--- config.mk ---
export PLATFORM = sky130hd
export DESIGN_NAME = zhang_cnn_acc_requant
export DESIGN_NICKNAME = d
export VERILOG_FILES = /design/src/rtl/zhang_cnn_quant_pkg.sv /design/src/rtl/zhang_cnn_requant_core.sv /design/src/rtl/zhang_cnn_acc_requant.sv
export SDC_FILE = /design/constraint.sdc
export NUM_CORES = 1
export LEC_CHECK = 0
export BUFFER_PORTS_ARGS = -buffer_cell sky130_fd_sc_hd__buf_4
export CAP_MARGIN = 20
export CORE_AREA = 2 2 147 149
export CTS_CLUSTER_SIZE = 30
export DETAILED_ROUTE_END_ITERATION = 16
export DIE_AREA = 0 0 149 151
export PLACE_DENSITY = 0.76
export RECOVER_POWER = 25
export SLEW_MARGIN = 20
export SYNTH_ARGS = -nofsm -noshare
export SYNTH_HDL_FRONTEND = slang
export SYNTH_HIERARCHICAL = 1
export SYNTH_SLANG_ARGS = --single-unit
--- constraint.sdc ---
create_clock -name ap_clk -period 3.1 [get_ports ap_clk]
set_clock_uncertainty 0.05 [all_clocks]
set_input_delay 0.62 -clock ap_clk [delete_from_list [all_inputs] [get_ports ap_clk]]
set_output_delay 0.62 -clock ap_clk [all_outputs]
set_load 0.1 [all_outputs]
--- src/rtl/zhang_cnn_quant_pkg.sv ---
// Shared widths, FSM state encoding and saturation limits for the quantized
// conv accumulate/requantize datapath.
package zhang_cnn_quant_pkg;

  localparam int PROD_W  = 16;
  localparam int ACC_W   = 32;
  localparam int BIAS_W  = 32;
  localparam int OUT_W   = 8;
  localparam int SHIFT_W = 5;

  // Saturation limits of the signed output activation
  localparam logic signed [OUT_W-1:0] OUT_MAX = 8'sh7F;
  localparam logic signed [OUT_W-1:0] OUT_MIN = 8'sh80;

  typedef enum logic [1:0] {
    ACC = 2'd0,
    RQ  = 2'd1,
    OUT = 2'd2
  } acc_state_e;

endpackage

--- src/rtl/zhang_cnn_requant_core.sv ---
// Combinational requantizer: bias add (no wrap), round-half-up arithmetic
// right shift, optional ReLU and saturation to the signed output range.
// Kept free of state so the pooling stage can reuse it.
module zhang_cnn_requant_core
  import zhang_cnn_quant_pkg::*;
(
  input  logic signed [ACC_W-1:0]   i_acc,
  input  logic signed [BIAS_W-1:0]  i_bias,
  input  logic        [SHIFT_W-1:0] i_shift,
  input  logic                      i_relu,
  output logic signed [OUT_W-1:0]   o_data
);

  // One guard bit for the bias add, one more for the rounding offset
  localparam int RND_W = ACC_W + 2;

  logic signed [RND_W-1:0] w_sum;
  logic signed [RND_W-1:0] w_half;
  logic signed [RND_W-1:0] w_rnd;
  logic signed [RND_W-1:0] w_shifted;
  logic signed [RND_W-1:0] w_relu;

  // Widen, add bias, add the rounding half-LSB and shift arithmetically
  always_comb begin
    w_sum  = RND_W'(i_acc) + RND_W'(i_bias);
    w_half = '0;
    if (i_shift != 5'd0) begin
      w_half = RND_W'(1'b1) << (i_shift - 5'd1);
    end else begin
      w_half = '0;
    end
    w_rnd     = w_sum + w_half;
    w_shifted = w_rnd >>> i_shift;
  end

  // Clamp negatives when ReLU is on, then saturate to the output range
  always_comb begin
    w_relu = w_shifted;
    o_data = '0;
    if (i_relu && w_shifted[RND_W-1]) begin
      w_relu = '0;
    end else begin
      w_relu = w_shifted;
    end
    if (w_relu > RND_W'(OUT_MAX)) begin
      o_data = OUT_MAX;
    end else if (w_relu < RND_W'(OUT_MIN)) begin
      o_data = OUT_MIN;
    end else begin
      o_data = w_relu[OUT_W-1:0];
    end
  end

endmodule

--- src/rtl/zhang_cnn_acc_requant.sv ---
// Accumulates one kernel window of signed products, requantizes the sum on
// the last beat and hands one 8-bit activation downstream via valid/ready.
module zhang_cnn_acc_requant
  import zhang_cnn_quant_pkg::*;
(
  input  logic                      ap_clk,
  input  logic                      ap_rst,
  input  logic signed [PROD_W-1:0]  prod_data,
  input  logic                      prod_last,
  input  logic                      prod_valid,
  output logic                      prod_ready,
  input  logic signed [BIAS_W-1:0]  cfg_bias,
  input  logic        [SHIFT_W-1:0] cfg_shift,
  input  logic                      cfg_relu,
  output logic signed [OUT_W-1:0]   out_data,
  output logic                      out_valid,
  input  logic                      out_ready
);

  logic [1:0]                r_rst_pipe;
  logic                      w_rst;
  acc_state_e                r_state;
  logic signed [ACC_W-1:0]   r_acc;
  logic signed [BIAS_W-1:0]  r_bias;
  logic        [SHIFT_W-1:0] r_shift;
  logic                      r_relu;
  logic signed [OUT_W-1:0]   r_out_data;
  logic                      r_out_valid;
  logic                      r_prod_ready;
  logic                      w_beat_acc;
  logic signed [OUT_W-1:0]   w_rq_data;

  // Reset asserts immediately but is released only on a clock edge
  always_ff @(posedge ap_clk or posedge ap_rst) begin
    if (ap_rst) begin
      r_rst_pipe <= 2'b11;
    end else begin
      r_rst_pipe <= {r_rst_pipe[0], 1'b0};
    end
  end

  assign w_rst      = r_rst_pipe[1];
  assign w_beat_acc = prod_valid & r_prod_ready;

  zhang_cnn_requant_core u_core (
    .i_acc   (r_acc),
    .i_bias  (r_bias),
    .i_shift (r_shift),
    .i_relu  (r_relu),
    .o_data  (w_rq_data)
  );

  // Window FSM: accumulate beats, requantize for one cycle, hold the result
  always_ff @(posedge ap_clk or posedge w_rst) begin
    if (w_rst) begin
      r_state      <= ACC;
      r_acc        <= '0;
      r_bias       <= '0;
      r_shift      <= '0;
      r_relu       <= 1'b0;
      r_out_data   <= '0;
      r_out_valid  <= 1'b0;
      r_prod_ready <= 1'b1;
    end else begin
      case (r_state)
        ACC: begin
          if (w_beat_acc) begin
            r_acc <= r_acc + ACC_W'(prod_data);
            if (prod_last) begin
              r_bias       <= cfg_bias;
              r_shift      <= cfg_shift;
              r_relu       <= cfg_relu;
              r_prod_ready <= 1'b0;
              r_state      <= RQ;
            end
          end
        end
        RQ: begin
          r_out_data  <= w_rq_data;
          r_out_valid <= 1'b1;
          r_acc       <= '0;
          r_state     <= OUT;
        end
        OUT: begin
          if (out_ready) begin
            r_out_valid  <= 1'b0;
            r_prod_ready <= 1'b1;
            r_state      <= ACC;
          end
        end
        default: begin
          r_acc        <= '0;
          r_out_valid  <= 1'b0;
          r_prod_ready <= 1'b1;
          r_state      <= ACC;
        end
      endcase
    end
  end

  assign prod_ready = r_prod_ready;
  assign out_data   = r_out_data;
  assign out_valid  = r_out_valid;

endmodule

==> run summary, run 1 <==
The run finished, with violations left. The checks that failed: max-capacitance violations, max-slew violations, negative setup slack. The final cell count without fillers came out at 2109. The CTS tree is done. The die is 151 um tall. In the final layout, the multi-input gates occupy 9550 um^2. The number of diodes added for antenna fixing is 0. The via total after detailed routing came out at 13.6k. In this run the critical register-to-register path is launched from r_shift[0]$_DFFE_PP0P_. Setup violations remaining at the end of the flow were counted as 8. The number of clock buffers inserted by TritonCTS is 9.

After global routing the overflow that remains totals 0. The detail route stage leaves a number of antenna-violating nets equal to 0. The number of synthesis warnings came out at 6. The total placed cells including tap cells came out at 2059. Before antenna repair, the detailed router went through 6 iterations. The HPWL after detailed placement is 34100 um. STA classifies the critical path endpoint as a flip-flop. In this run the clock root is driven by a sky130_fd_sc_hd__clkbuf_16. The register-to-register path setup slack is -2570 ps. The share of the Yosys chip area taken by registers is 18.7%. The worst max-slew margin expressed relative to the limit is -18.6%. The die covers 22500 um^2. The type of the most critical hold path is input port to asynchronous set/reset pin. The area of the core came out at 20800 um^2. The minimum clock period after layout is 5670 ps. The synthesis-stage register bit count is 84. The number of cells on the worst reg-to-reg path is 22. Counting the fill cells in the layout gives 1430.

The critical path is of the flip-flop to flip-flop type. The count of distinct cell types in the synthesized netlist is 108. The data arrival time of the worst path is 5930 ps. The destination of the critical timing path is out_data[5]$_DFFE_PP0P_. The clock-pin slew on the worst setup and hold paths came out at 90 ps.

The max-slew violation total from the final report is 70. Ranked by total cell area, the synthesized netlist is headed by sky130_fd_sc_hd__dfrtp_1, sky130_fd_sc_hd__ha_1, sky130_fd_sc_hd__fa_1, sky130_fd_sc_hd__nand2_1, sky130_fd_sc_hd__mux2_2. In this run the number of cells on the critical path is 22. The worst register-to-register path ends at out_data[5]$_DFFE_PP0P_.

The worst-case setup slack after placement is -2810 ps. The synthesized netlist occupies a cell area of 11300 um^2. In this run, synthesis inferred 0 flip-flops with an integrated enable. The clock reaches the later pin of the worst-skew pair after 370 ps. The maximum number of pins on one net before global-route repair is 41. The initial antenna violation count is 0.

The detailed-route vias per instance came out at 6.42. The area overhead of the layout relative to synthesis is 45.6%. The first-iteration detailed-routing DRC count came out at 1344. The final sum of negative setup slack is -19010 ps. The final routed wirelength across all metal layers came out at 46900 um. In this run the core area contains 53 standard-cell rows. The horizontal die dimension came out at 149 um. The post-synthesis area per instance is 7.95 um^2. Global routing used 39.4% of the available tracks across all layers. The largest individual stage delay along the critical path comes from the cell sky130_fd_sc_hd__fa_2. The worst endpoint required time is 3370 ps. The clock tree synthesis step divided the H-tree into 3 levels. The dominant register cell in the synthesized netlist is sky130_fd_sc_hd__dfrtp_1. Setup repair after global routing could not meet its margin everywhere.

In the final layout, the share of cells above drive strength 1 is 42.1%. The most common cell type on the critical path is sky130_fd_sc_hd__buf_4. The total DRC errors in the routed layout came out at 0. Routability-driven placement finished with a final weighted congestion of 1.01. The highest clock frequency the design can meet is 176 MHz. The signal on the critical path passes through buf_4 > nand2_1 > nor2_4 > fa_2 > inv_1 > fa_1 > nand2b_2 > a21oi_4 > nor2_1 > o41ai_2 > xor2_1 > buf_4 > mux2_2 > o32ai_1 > a311oi_2 > o221ai_2 > buf_4 > a2111oi_2 > o2111a_2 > a41oi_4 > o21bai_1 > mux2_2. Setup slack on the critical path of the routed design comes to -2570 ps.

The largest buffer count on any clock path came out at 2. Together, buffers and inverters on the worst path number 4. Among cell families on the critical path, the largest total delay comes from compound AO/OA/AOI/OAI gates. For this design, the sink count on the clock tree is 84. The share of synthesized flip-flops with an asynchronous set or reset is 100%.

The area after detailed placement is 14800 um^2. The share of the synthesized area in the top cell type came out at 18.0%. The final layout net count is 1987. On the worst path, the slowest cell contributes a delay of 570 ps.

The max-capacitance violation count came out at 2. The worst setup path is launched from a flip-flop. Of all nets on the critical path, the largest fanout is 7. The hold violation total from the final report is 0. With fillers left out, the area of the finished cells amounts to 16400 um^2. The period utilization is 183%. The most critical setup path has its startpoint at r_shift[0]$_DFFE_PP0P_. The number of ports placed on the die boundary is 69. After technology mapping, the gate count stands at 1418. After detailed routing, the average wire length per cell comes to 22.2 um. The number of I/O port buffers came out at 68. The first global-routing pass estimated 68700 um of wire.

The synthesized design spends more area on one cell type than any other, namely sky130_fd_sc_hd__dfrtp_1. The initial standard-cell utilization of the core came out at 54.1%. The via count of the first global-routing pass is 13.1k.

The slew at the pin closest to its max-slew limit came out at 1770 ps. The footprint of the flip-flops and latches is 2110 um^2.
## cell usage after synthesis (all sizes together), types with 36 or more instances
library cell,number
a211oi,36
a21oi,113
clkbuf,49
dfrtp,81
ha,64
inv,93
mux2,51
mux2i,36
nand2,163
nand3,43
nor2,126
nor3,36
o21ai,77
## per-stage QoR
step | hold WS (ps) | util (%)
CTS | 220 | 75.8
global route | 239 | 78.8
finish | 225 | 78.8
global placement | 282 | 71.0
floorplan | 295 | -
detailed placement | 289 | 71.0
## how the worst min path moves through the flow
stage	from	end	slack [ps]
4_1_cts	ap_rst	r_rst_pipe[1]$_DFF_PP1_	220
3_3_place_gp	r_rst_pipe[1]$_DFF_PP1_	r_acc[25]$_DFFE_PP0P_	280
2_1_floorplan	r_rst_pipe[0]$_DFF_PP1_	r_rst_pipe[1]$_DFF_PP1_	300
5_1_grt	ap_rst	r_rst_pipe[0]$_DFF_PP1_	240
3_5_place_dp	r_rst_pipe[1]$_DFF_PP1_	r_acc[25]$_DFFE_PP0P_	290
6_report	ap_rst	r_rst_pipe[0]$_DFF_PP1_	230
## layout by cell type (no fill, tap or decap), types with 8 or more instances in the layout
| cell type | Yosys | final |
|---|---|---|
| sky130_fd_sc_hd__dfrtp_1 | 81 | 75 |
| sky130_fd_sc_hd__fa_1 | 35 | 34 |
| sky130_fd_sc_hd__a21oi_4 | 2 | 8 |
| sky130_fd_sc_hd__a31oi_1 | 13 | 12 |
| sky130_fd_sc_hd__o21a_1 | 13 | 12 |
| sky130_fd_sc_hd__mux2_2 | 51 | 50 |
| sky130_fd_sc_hd__o21bai_1 | 13 | 13 |
| sky130_fd_sc_hd__a21o_1 | 29 | 29 |
| sky130_fd_sc_hd__nand2_1 | 162 | 153 |
| sky130_fd_sc_hd__nor2_4 | 1 | 10 |
| sky130_fd_sc_hd__xor2_1 | 16 | 13 |
| sky130_fd_sc_hd__inv_1 | 92 | 88 |
| sky130_fd_sc_hd__o21ai_0 | 49 | 44 |
| sky130_fd_sc_hd__and3_1 | 13 | 12 |
| sky130_fd_sc_hd__nand2_2 | 1 | 8 |
| sky130_fd_sc_hd__a211oi_1 | 33 | 29 |
| sky130_fd_sc_hd__nand3_1 | 43 | 38 |
| sky130_fd_sc_hd__o21ai_2 | 6 | 14 |
| sky130_fd_sc_hd__ha_4 | 0 | 20 |
| sky130_fd_sc_hd__a21oi_2 | 6 | 16 |
| sky130_fd_sc_hd__xnor2_1 | 25 | 23 |
| sky130_fd_sc_hd__nand4_1 | 21 | 21 |
| sky130_fd_sc_hd__mux2i_1 | 35 | 32 |
| sky130_fd_sc_hd__ha_1 | 64 | 41 |
| sky130_fd_sc_hd__o21ai_1 | 22 | 19 |
| sky130_fd_sc_hd__o211ai_1 | 28 | 28 |
| sky130_fd_sc_hd__nor3_1 | 35 | 25 |
| sky130_fd_sc_hd__a21oi_1 | 105 | 89 |
| sky130_fd_sc_hd__clkbuf_16 | 0 | 9 |
| sky130_fd_sc_hd__nor2_1 | 124 | 110 |
| sky130_fd_sc_hd__buf_4 | 1 | 462 |
| sky130_fd_sc_hd__buf_6 | 3 | 11 |
| sky130_fd_sc_hd__and2_1 | 14 | 12 |
## kinds of logic after synthesis
| kind of cell | Yosys count | share of synthesized area, % |
|---|---|---|
| buf+inv | 179 | 6.41 |
| other cells | 2 | 0.0666 |
| mux | 93 | 9.53 |
| compound gates | 438 | 28.0 |
| xor+xnor | 43 | 3.58 |
| flops | 84 | 18.7 |
| simple gates | 480 | 20.4 |
| fa+ha+maj | 99 | 13.3 |
## timing repair
item,4_1_cts,5_1_grt
pin swaps,30,44
endpoints found under the setup margin,8,11
setup buffers,19,16
hold buffers,0,0
cloned,0,0
gates resized for setup,108,97
endpoints found under the hold margin,0,0
## flip-flops by register name (all words and copies together), names as in the netlist
| signal | flops |
|---|---|
| r_shift | 5 |
| r_state | 2 |
| r_relu | 1 |
| r_acc | 32 |
| prod_ready | 1 |
| r_bias | 32 |
| r_rst_pipe | 2 |
| out_valid | 1 |
| out_data | 8 |
## layer usage
metal	up-vias	global-route usage, %	share of wire [%]
met5	-	0	0
met4	0	21.7	7.2
met3	259	6.33	8.2
met2	831	68.1	47
met1	6429	47.0	37
li1	6031	-	-
## final cells by class
class / count / share of cell area [%]
clock inverter: 7 / 0.572
inverter: 96 / 2.30
sequential: 84 / 12.9
clock buffer: 9 / 1.37
multi-input combinational: 1156 / 58.2
tap: 275 / 2.10
timing repair buffer: 482 / 22.6
Power of run 1 is left out: the tool's default activity adds up to more than one toggle a clock period on the data nets, which glitch-free logic cannot reach.
==> run 2, diff against run 1 <==
- clock period: 3.1 -> 5.4 ns (I/O delays scaled with it)
==> run 2 against run 1 <==
  * The run still ends with max-capacitance violations, max-slew violations, negative setup slack left
  * Critical path depth grew 3
  * Final cell count shrank 3.2%
  * Sequential share of layout area is essentially flat
  * Setup slack gained 2200 ps
  * Non-clock buffer count shrank 67
  * Register-to-register slack gained 2200 ps
  * Cell area grew 0.31%
  * Global-route usage shrank 1.7 points
  * First-iteration DRC count grew 11%
  * Utilization grew 0.25 points
  * Critical path type unchanged
  * Critical endpoint is now out_data[4]$_DFFE_PP0P_
  * Largest cell class unchanged
==> run summary, run 2 (synthesized netlist as in run 1, its figures left out) <==
The maximum fanout count along the critical path came out at 7. The via count of the first global-routing pass is 12.5k. The max-capacitance violation count came out at 1. STA classifies the critical path startpoint as a flip-flop. For this run, global-route usage on met3 was measured as 4.28%. The via total after detailed routing came out at 13.2k.

The final reports fail on max-capacitance violations, max-slew violations, negative setup slack. The residual antenna-violating net count after detailed routing came out at 0. The number of search-and-repair iterations in the first detailed-routing pass is 9. The number of sinks on the clock net is 84.

The first-iteration detailed-routing DRC count came out at 1490. Timing would allow up to 175 MHz. The area of the multi-input gates is 10000 um^2. The number of diodes added for antenna fixing came out at 0.

The share of final-layout standard cells stronger than drive strength 1 is 44.0%. Measured on the finished design, the core utilization comes to 79.0%. The number of ports placed on the die boundary is 69. The endpoint class of the critical path is a flip-flop. Setup repair after global routing could not meet its margin everywhere. The clock latency of the later-clocked register in the worst-skew pair came out at 360 ps.

The clock-pin slew on the worst setup and hold paths is 80 ps. The run finished, with violations left. In the routed layout, each cell is associated on average with a via count of 6.48.

The leading cell type in the layout, fill and taps excluded is sky130_fd_sc_hd__buf_4. Global routing consumed, on the met1 layer, 47.6% of the routing resources. The tightest min-delay check is of the flip-flop to flip-flop type.

The max-slew violation total from the final report came to 66. Setup violations remaining at the end of the flow were counted as 7. TritonCTS built the clock tree.

The final routed wirelength across all metal layers came out at 45900 um. After global routing, the most crowded layer is met2. In this run the standard cell core region covers 20800 um^2. The data arrival time of the worst path is 5930 ps. The first-pass GRT wire length is 66200 um. At the end of routability-driven placement, the weighted congestion stood at 0.995. The floorplan has 53 rows. The H-tree was split into 3 levels. The layout has 1315 filler cells. The top cell types in the final layout, fill and taps aside, are sky130_fd_sc_hd__buf_4, sky130_fd_sc_hd__nand2_1, sky130_fd_sc_hd__nor2_1. The hold violation total from the final report is 0.

The global-route track usage on met2 came out at 63.9%. Entering global routing, the biggest net connects 66 pins. The number of I/O port buffers came out at 68. The average routed wire per standard cell came out at 22.5 um. The area overhead of the layout relative to synthesis is 46.0%. Of the available clock period, the critical path in the final layout requires 106%. The minimum clock period after layout is 5720 ps. The tree is rooted in a sky130_fd_sc_hd__clkbuf_16. The floorplan die height came out at 151 um.

The worst max-slew margin expressed relative to the limit came out at -13.5%. The number of clock buffers inserted by TritonCTS came out at 9. The worst path setup slack after routing is -323 ps. The worst endpoint required time is 5600 ps. The initial antenna violation count came out at 0. The total DRC errors in the routed layout is 0. The initial standard-cell utilization of the core is 54.1%. The aggregate global routing overflow came out at 0.

The largest buffer count on any clock path is 2. The slew at the pin closest to its max-slew limit is 1700 ps. The HPWL after detailed placement came out at 32000 um. The final layout net count is 1920. The total routing resource utilization after global routing is 37.7%. The floorplan die area is 22500 um^2. The horizontal die dimension is 149 um. The setup path with the least slack is of type flip-flop to flip-flop. In the final layout, flip-flops and latches occupy 2110 um^2.
==> run 2: routing by layer <==
metal | wire length, um | up-vias
met3 | 3910 | 233
met4 | 2960 | 0
met1 | 17400 | 6278
met5 | 0 | -
met2 | 21600 | 842
li1 | - | 5878
==> run 2: area by class of cell <==
| cell class | instances | share of cell area (%) |
|---|---|---|
| multi-input cells | 1156 | 60.9 |
| repair buffers | 415 | 20.1 |
| flip-flops and latches | 84 | 12.8 |
| inverters | 96 | 2.29 |
| well taps | 275 | 2.09 |
| clock buffers | 10 | 1.39 |
| clock inverters | 6 | 0.433 |
==> run 2: through the flow <==
| stage | setup slack (ps) | TNS, ps | cells | hold WS, ps | instance area (um^2) |
|---|---|---|---|---|---|
| floorplan | 11.1 | 0 | 1419 | 295 | 11400 |
| global placement | -469 | -3250 | 1954 | 171 | 13900 |
| detailed placement | -521 | -3590 | 1954 | 181 | 13900 |
| CTS | 2.62 | 0 | 2009 | 182 | 15400 |
| global route | -388 | -2670 | 2042 | 317 | 16500 |
| finish | -323 | -2130 | 2042 | 312 | 16500 |
==> run 2: final timing paths <==
kind                                         startpoint  slack, ps  depth (start not counted)                 endpoint
worst max register to register   r_shift[0]$_DFFE_PP0P_       -320                         25  out_data[4]$_DFFE_PP0P_
max in group asynchronous       r_rst_pipe[1]$_DFF_PP1_       2790                          2    r_acc[14]$_DFFE_PP0P_
worst min register to register  r_rst_pipe[0]$_DFF_PP1_        310                          0  r_rst_pipe[1]$_DFF_PP1_
min in group asynchronous       r_rst_pipe[1]$_DFF_PP1_        360                          1   r_bias[29]$_DFFE_PP0P_
worst max-delay path             r_shift[0]$_DFFE_PP0P_       -320                         25  out_data[4]$_DFFE_PP0P_
worst min-delay path            r_rst_pipe[0]$_DFF_PP1_        310                          0  r_rst_pipe[1]$_DFF_PP1_
==> run 2: repair_timing <==
| action | CTS | global route |
|---|---|---|
| endpoints found under the hold margin | 0 | 0 |
| hold buffers | 0 | 0 |
| endpoints found under the setup margin | 7 | 7 |
| gates resized for setup | 168 | 161 |
| pin swaps | 57 | 115 |
| buffers inserted | 40 | 34 |
==> run 2: worst max-delay path: stages (launching register included) <==
cell	delay [ps]
sky130_fd_sc_hd__dfrtp_2	500
sky130_fd_sc_hd__nor2_4	240
sky130_fd_sc_hd__buf_4	200
sky130_fd_sc_hd__nand2_1	120
sky130_fd_sc_hd__nor2_2	140
sky130_fd_sc_hd__fa_1	420
sky130_fd_sc_hd__ha_1	340
sky130_fd_sc_hd__buf_4	160
sky130_fd_sc_hd__buf_4	160
sky130_fd_sc_hd__nand2_1	90
sky130_fd_sc_hd__o21ai_0	130
sky130_fd_sc_hd__a21oi_1	300
sky130_fd_sc_hd__o21ai_2	130
sky130_fd_sc_hd__buf_4	160
sky130_fd_sc_hd__xnor2_2	220
sky130_fd_sc_hd__nor2_2	100
sky130_fd_sc_hd__buf_4	150
sky130_fd_sc_hd__a211oi_2	430
sky130_fd_sc_hd__a2111oi_2	100
sky130_fd_sc_hd__buf_4	160
sky130_fd_sc_hd__a211oi_2	190
sky130_fd_sc_hd__nand2_1	130
sky130_fd_sc_hd__nor4b_4	240
sky130_fd_sc_hd__a41oi_2	240
sky130_fd_sc_hd__o21bai_1	230
sky130_fd_sc_hd__mux2_2	280
Power of run 2 is left out for the same reason.
==> run 3, diff against run 2 <==
- CORE_AREA: 2 2 147 149 -> 2 2 145 147
- DIE_AREA: 0 0 149 151 -> 0 0 147 149
- GPL_TIMING_DRIVEN: default -> 0
- SYNTH_HIERARCHICAL: 1 -> default
==> run 3 against run 2 <==
  * The flow still finishes with violations (max-capacitance violations, max-slew violations, negative setup slack)
  * Fmax decreased by 13%
  * Sequential share of layout area grew 3.1 points
  * Final cell count is 12% lower
  * Count of clock-buffer cells in the layout unchanged
  * First-iteration DRC count shrank 42%
  * Synthesized area fell by 2.6%
  * Flip-flop and latch count did not move
  * Wire length decreased by 20%
  * Setup slack got worse by 880 ps
  * Utilization down 15 points
  * Die area fell by 2.6%
  * Highest routed layer unchanged
==> run summary, run 3 <==
The synthesized design spends more area on one cell type than any other, namely sky130_fd_sc_hd__dfrtp_1. The hold violation total from the final report came out at 0. The minimum clock period after layout is 6600 ps. The residual antenna-violating net count after detailed routing is 0. The slowest stage of the critical path belongs to the cell sky130_fd_sc_hd__dfrtp_1.

Leaving out fill and tap cells, the most frequent cell in the layout is sky130_fd_sc_hd__nor2_1. The total DRC errors in the routed layout came out at 0. The CTS tree is done.

The number of standard cells after synthesis is 1378. The first-pass GRT wire length came out at 57900 um. In this run the worst hold path is classified as flip-flop to flip-flop. The final routed wirelength across all metal layers came out at 36700 um.

The detailed router placed 11.6k vias in this run. The max-slew violation total from the final report came out at 56. In the final routed layout, each cell accounts on average for 20.5 um.

Based on the critical path, the design can be clocked at up to 151 MHz. The share of the synthesized area in the top cell type came out at 18.5%. The maximum fanout count along the critical path is 7.

Routed signal wires occupy layers up through met4. The number of I/O port buffers came out at 68. The worst path setup slack after routing came out at -1200 ps. The weighted congestion at the end of routability-driven global placement came out at 0.972. From synthesis to final layout, the design area changed by 20.4%. The number of sinks on the clock net came out at 84. The floorplan die height is 149 um.

The worst pin sits at a relative slew slack of -104%. The number of ports placed on the die boundary is 69. The max-capacitance violation count is 1. The slew at the pin closest to its max-slew limit came out at 3060 ps. The number of endpoints failing setup at the final stage is 7. The share of final-layout standard cells stronger than drive strength 1 is 24.4%. The type of the worst setup path is flip-flop to flip-flop.

The detailed-route vias per instance came out at 6.45. The total routing resource utilization after global routing is 33.0%. The number of levels the H-tree was split into is 3. The floorplan step defined a die boundary enclosing 21900 um^2. Summed over all nets, wire length on met3 after detailed routing comes to 2220 um. The number of synthesis warnings came out at 0. The synthesis-stage register bit count came out at 84.

STA classifies the critical path endpoint as a flip-flop. The area after detailed placement came out at 12000 um^2. The dominant register cell in the synthesized netlist is sky130_fd_sc_hd__dfrtp_1.

The horizontal die dimension came out at 147 um. The number of diodes added for antenna fixing came out at 0. The kind of launch point of the worst setup path is a flip-flop. In the detailed route, the total length drawn on met2 is 17100 um. The most common cell type on the critical path is sky130_fd_sc_hd__a21oi_2. The period utilization came out at 122%.

The area of the mapped netlist is 11000 um^2. The flow ran to the end, but the final reports show violations. The routed metal-1 wirelength came out at 15600 um. By instance count, the leading cell after synthesis is sky130_fd_sc_hd__nor2_1. The post-synthesis area per instance came out at 7.97 um^2. The initial antenna violation count is 0. After routing the design area is 13200 um^2. The worst endpoint required time is 5640 ps.

The clock latency of the later-clocked register in the worst-skew pair came out at 360 ps. The core occupancy in the finished layout is 64.3%. The via count of the first global-routing pass came out at 11.2k. The commonest cells after synthesis are sky130_fd_sc_hd__nor2_1, sky130_fd_sc_hd__nand2_1, sky130_fd_sc_hd__a21oi_1, sky130_fd_sc_hd__ha_1, sky130_fd_sc_hd__dfrtp_1. The count of distinct cell types in the synthesized netlist came out at 103. For the worst setup path, the data arrival time is 6840 ps. The checks that failed: max-capacitance violations, max-slew violations, negative setup slack. The area of the core is 20600 um^2. The top cell types in the final layout, fill and taps aside, are sky130_fd_sc_hd__nor2_1, sky130_fd_sc_hd__buf_4, sky130_fd_sc_hd__nand2_1.

The aggregate global routing overflow came out at 0. After the last flow step, the layout net total stands at 1669. The largest stage delay on the critical path came out at 420 ps. The share of synthesized flip-flops with an asynchronous set or reset is 100%. For this run, the register share of the synthesized area comes to 19.2%. Sorting the synthesized cells by area gives the leading types as sky130_fd_sc_hd__dfrtp_1, sky130_fd_sc_hd__ha_1, sky130_fd_sc_hd__a21oi_1, sky130_fd_sc_hd__mux2_2, sky130_fd_sc_hd__nor2_1. Once the floorplan was initialized, standard cells occupied 53.4% of the core. The count of standard-cell rows is 53. The number of enable-type register cells in the synthesized netlist came out at 0. The maximum number of pins on one net before global-route repair came out at 56.

The first-iteration detailed-routing DRC count came out at 870. Detailed placement finished with a half-perimeter wire length of 27600 um. The clock-pin slew on the worst setup and hold paths came out at 70 ps. Clock tree synthesis selected as its root buffer the cell sky130_fd_sc_hd__clkbuf_16. Before antenna repair, the detailed router went through 5 iterations. Setup repair after global routing could not meet its margin everywhere.

The largest buffer count on any clock path is 2. The number of clock buffers inserted by TritonCTS is 9.
## run 3: cell types whose count changed after synthesis, moves of 15 or more
cell                       before  now
sky130_fd_sc_hd__a21oi_1      105  120
sky130_fd_sc_hd__o21ai_1       22    7
sky130_fd_sc_hd__inv_1         92   29
sky130_fd_sc_hd__fa_1          35    3
sky130_fd_sc_hd__xnor2_1       25   51
sky130_fd_sc_hd__nor3_1        35   58
sky130_fd_sc_hd__ha_1          64   95
sky130_fd_sc_hd__o211ai_1      28   11
sky130_fd_sc_hd__nand2_1      162  130
## run 3: layer usage
metal / vias up / global-route usage, %
met2: 487 / 55.4
met5: - / 0
li1: 5464 / -
met1: 5481 / 42.3
met4: 0 / 16.4
met3: 119 / 4.07
## run 3: logic make-up after synthesis
kind of cell               synth area share [%]
adders and majority gates                  11.4
muxes                                      8.64
xor gates and xnor gates                   5.50
other                                    0.0342
buffers and inverters                      3.59
DFF                                        19.2
and+or+nand+nor                            22.1
AOI/OAI and AO/OA                          29.5
## run 3: cell type report
class                           count  area [um^2]
Fill cell                        1791         7340
Tap cell                          275          344
Clock buffer                       10          229
Timing Repair Buffer              125          947
Buffer                             64          297
Sequential cell                    84         2110
Clock inverter                      6         72.6
Multi-Input combinational cell   1196         9100
Inverter                           32          121
## run 3: stage by stage
stage          TNS (ps)  hold WS [ps]  worst slack [ps]  instances
2_1_floorplan     -3450           295              -500       1379
3_3_place_gp     -12980           297             -1800       1722
3_5_place_dp     -13170           222             -1820       1723
4_1_cts           -7250           223             -1050       1783
5_1_grt           -9720           312             -1460       1792
6_report          -7940           309             -1200       1792
## run 3: critical path: cells and delay by family, from the launching register on
family                     cells  cell delay (ps)
AOI/OAI and AO/OA             22             4370
DFF                            1              420
and+or+nand+nor                5              990
adders and majority gates      2              540
buffers and inverters          1              140
## run 3: worst paths after layout
path,from,to,slack [ps],cells past startpoint
worst min register to register,r_rst_pipe[0]$_DFF_PP1_,r_rst_pipe[1]$_DFF_PP1_,310,0
worst max register to register,r_bias[1]$_DFFE_PP0P_,out_data[0]$_DFFE_PP0P_,-1200,30
worst min-delay path,r_rst_pipe[0]$_DFF_PP1_,r_rst_pipe[1]$_DFF_PP1_,310,0
max in group asynchronous,r_rst_pipe[1]$_DFF_PP1_,r_acc[1]$_DFFE_PP0P_,1170,2
worst max-delay path,r_bias[1]$_DFFE_PP0P_,out_data[0]$_DFFE_PP0P_,-1200,30
min in group asynchronous,r_rst_pipe[1]$_DFF_PP1_,r_bias[29]$_DFFE_PP0P_,460,1
## run 3: what timing repair did
item	in CTS	in global routing
hold buffers	0	0
endpoints found under the setup margin	8	9
pin swaps	51	27
gates resized for setup	84	32
setup buffers	47	9
Power of run 3 is left out for the same reason.
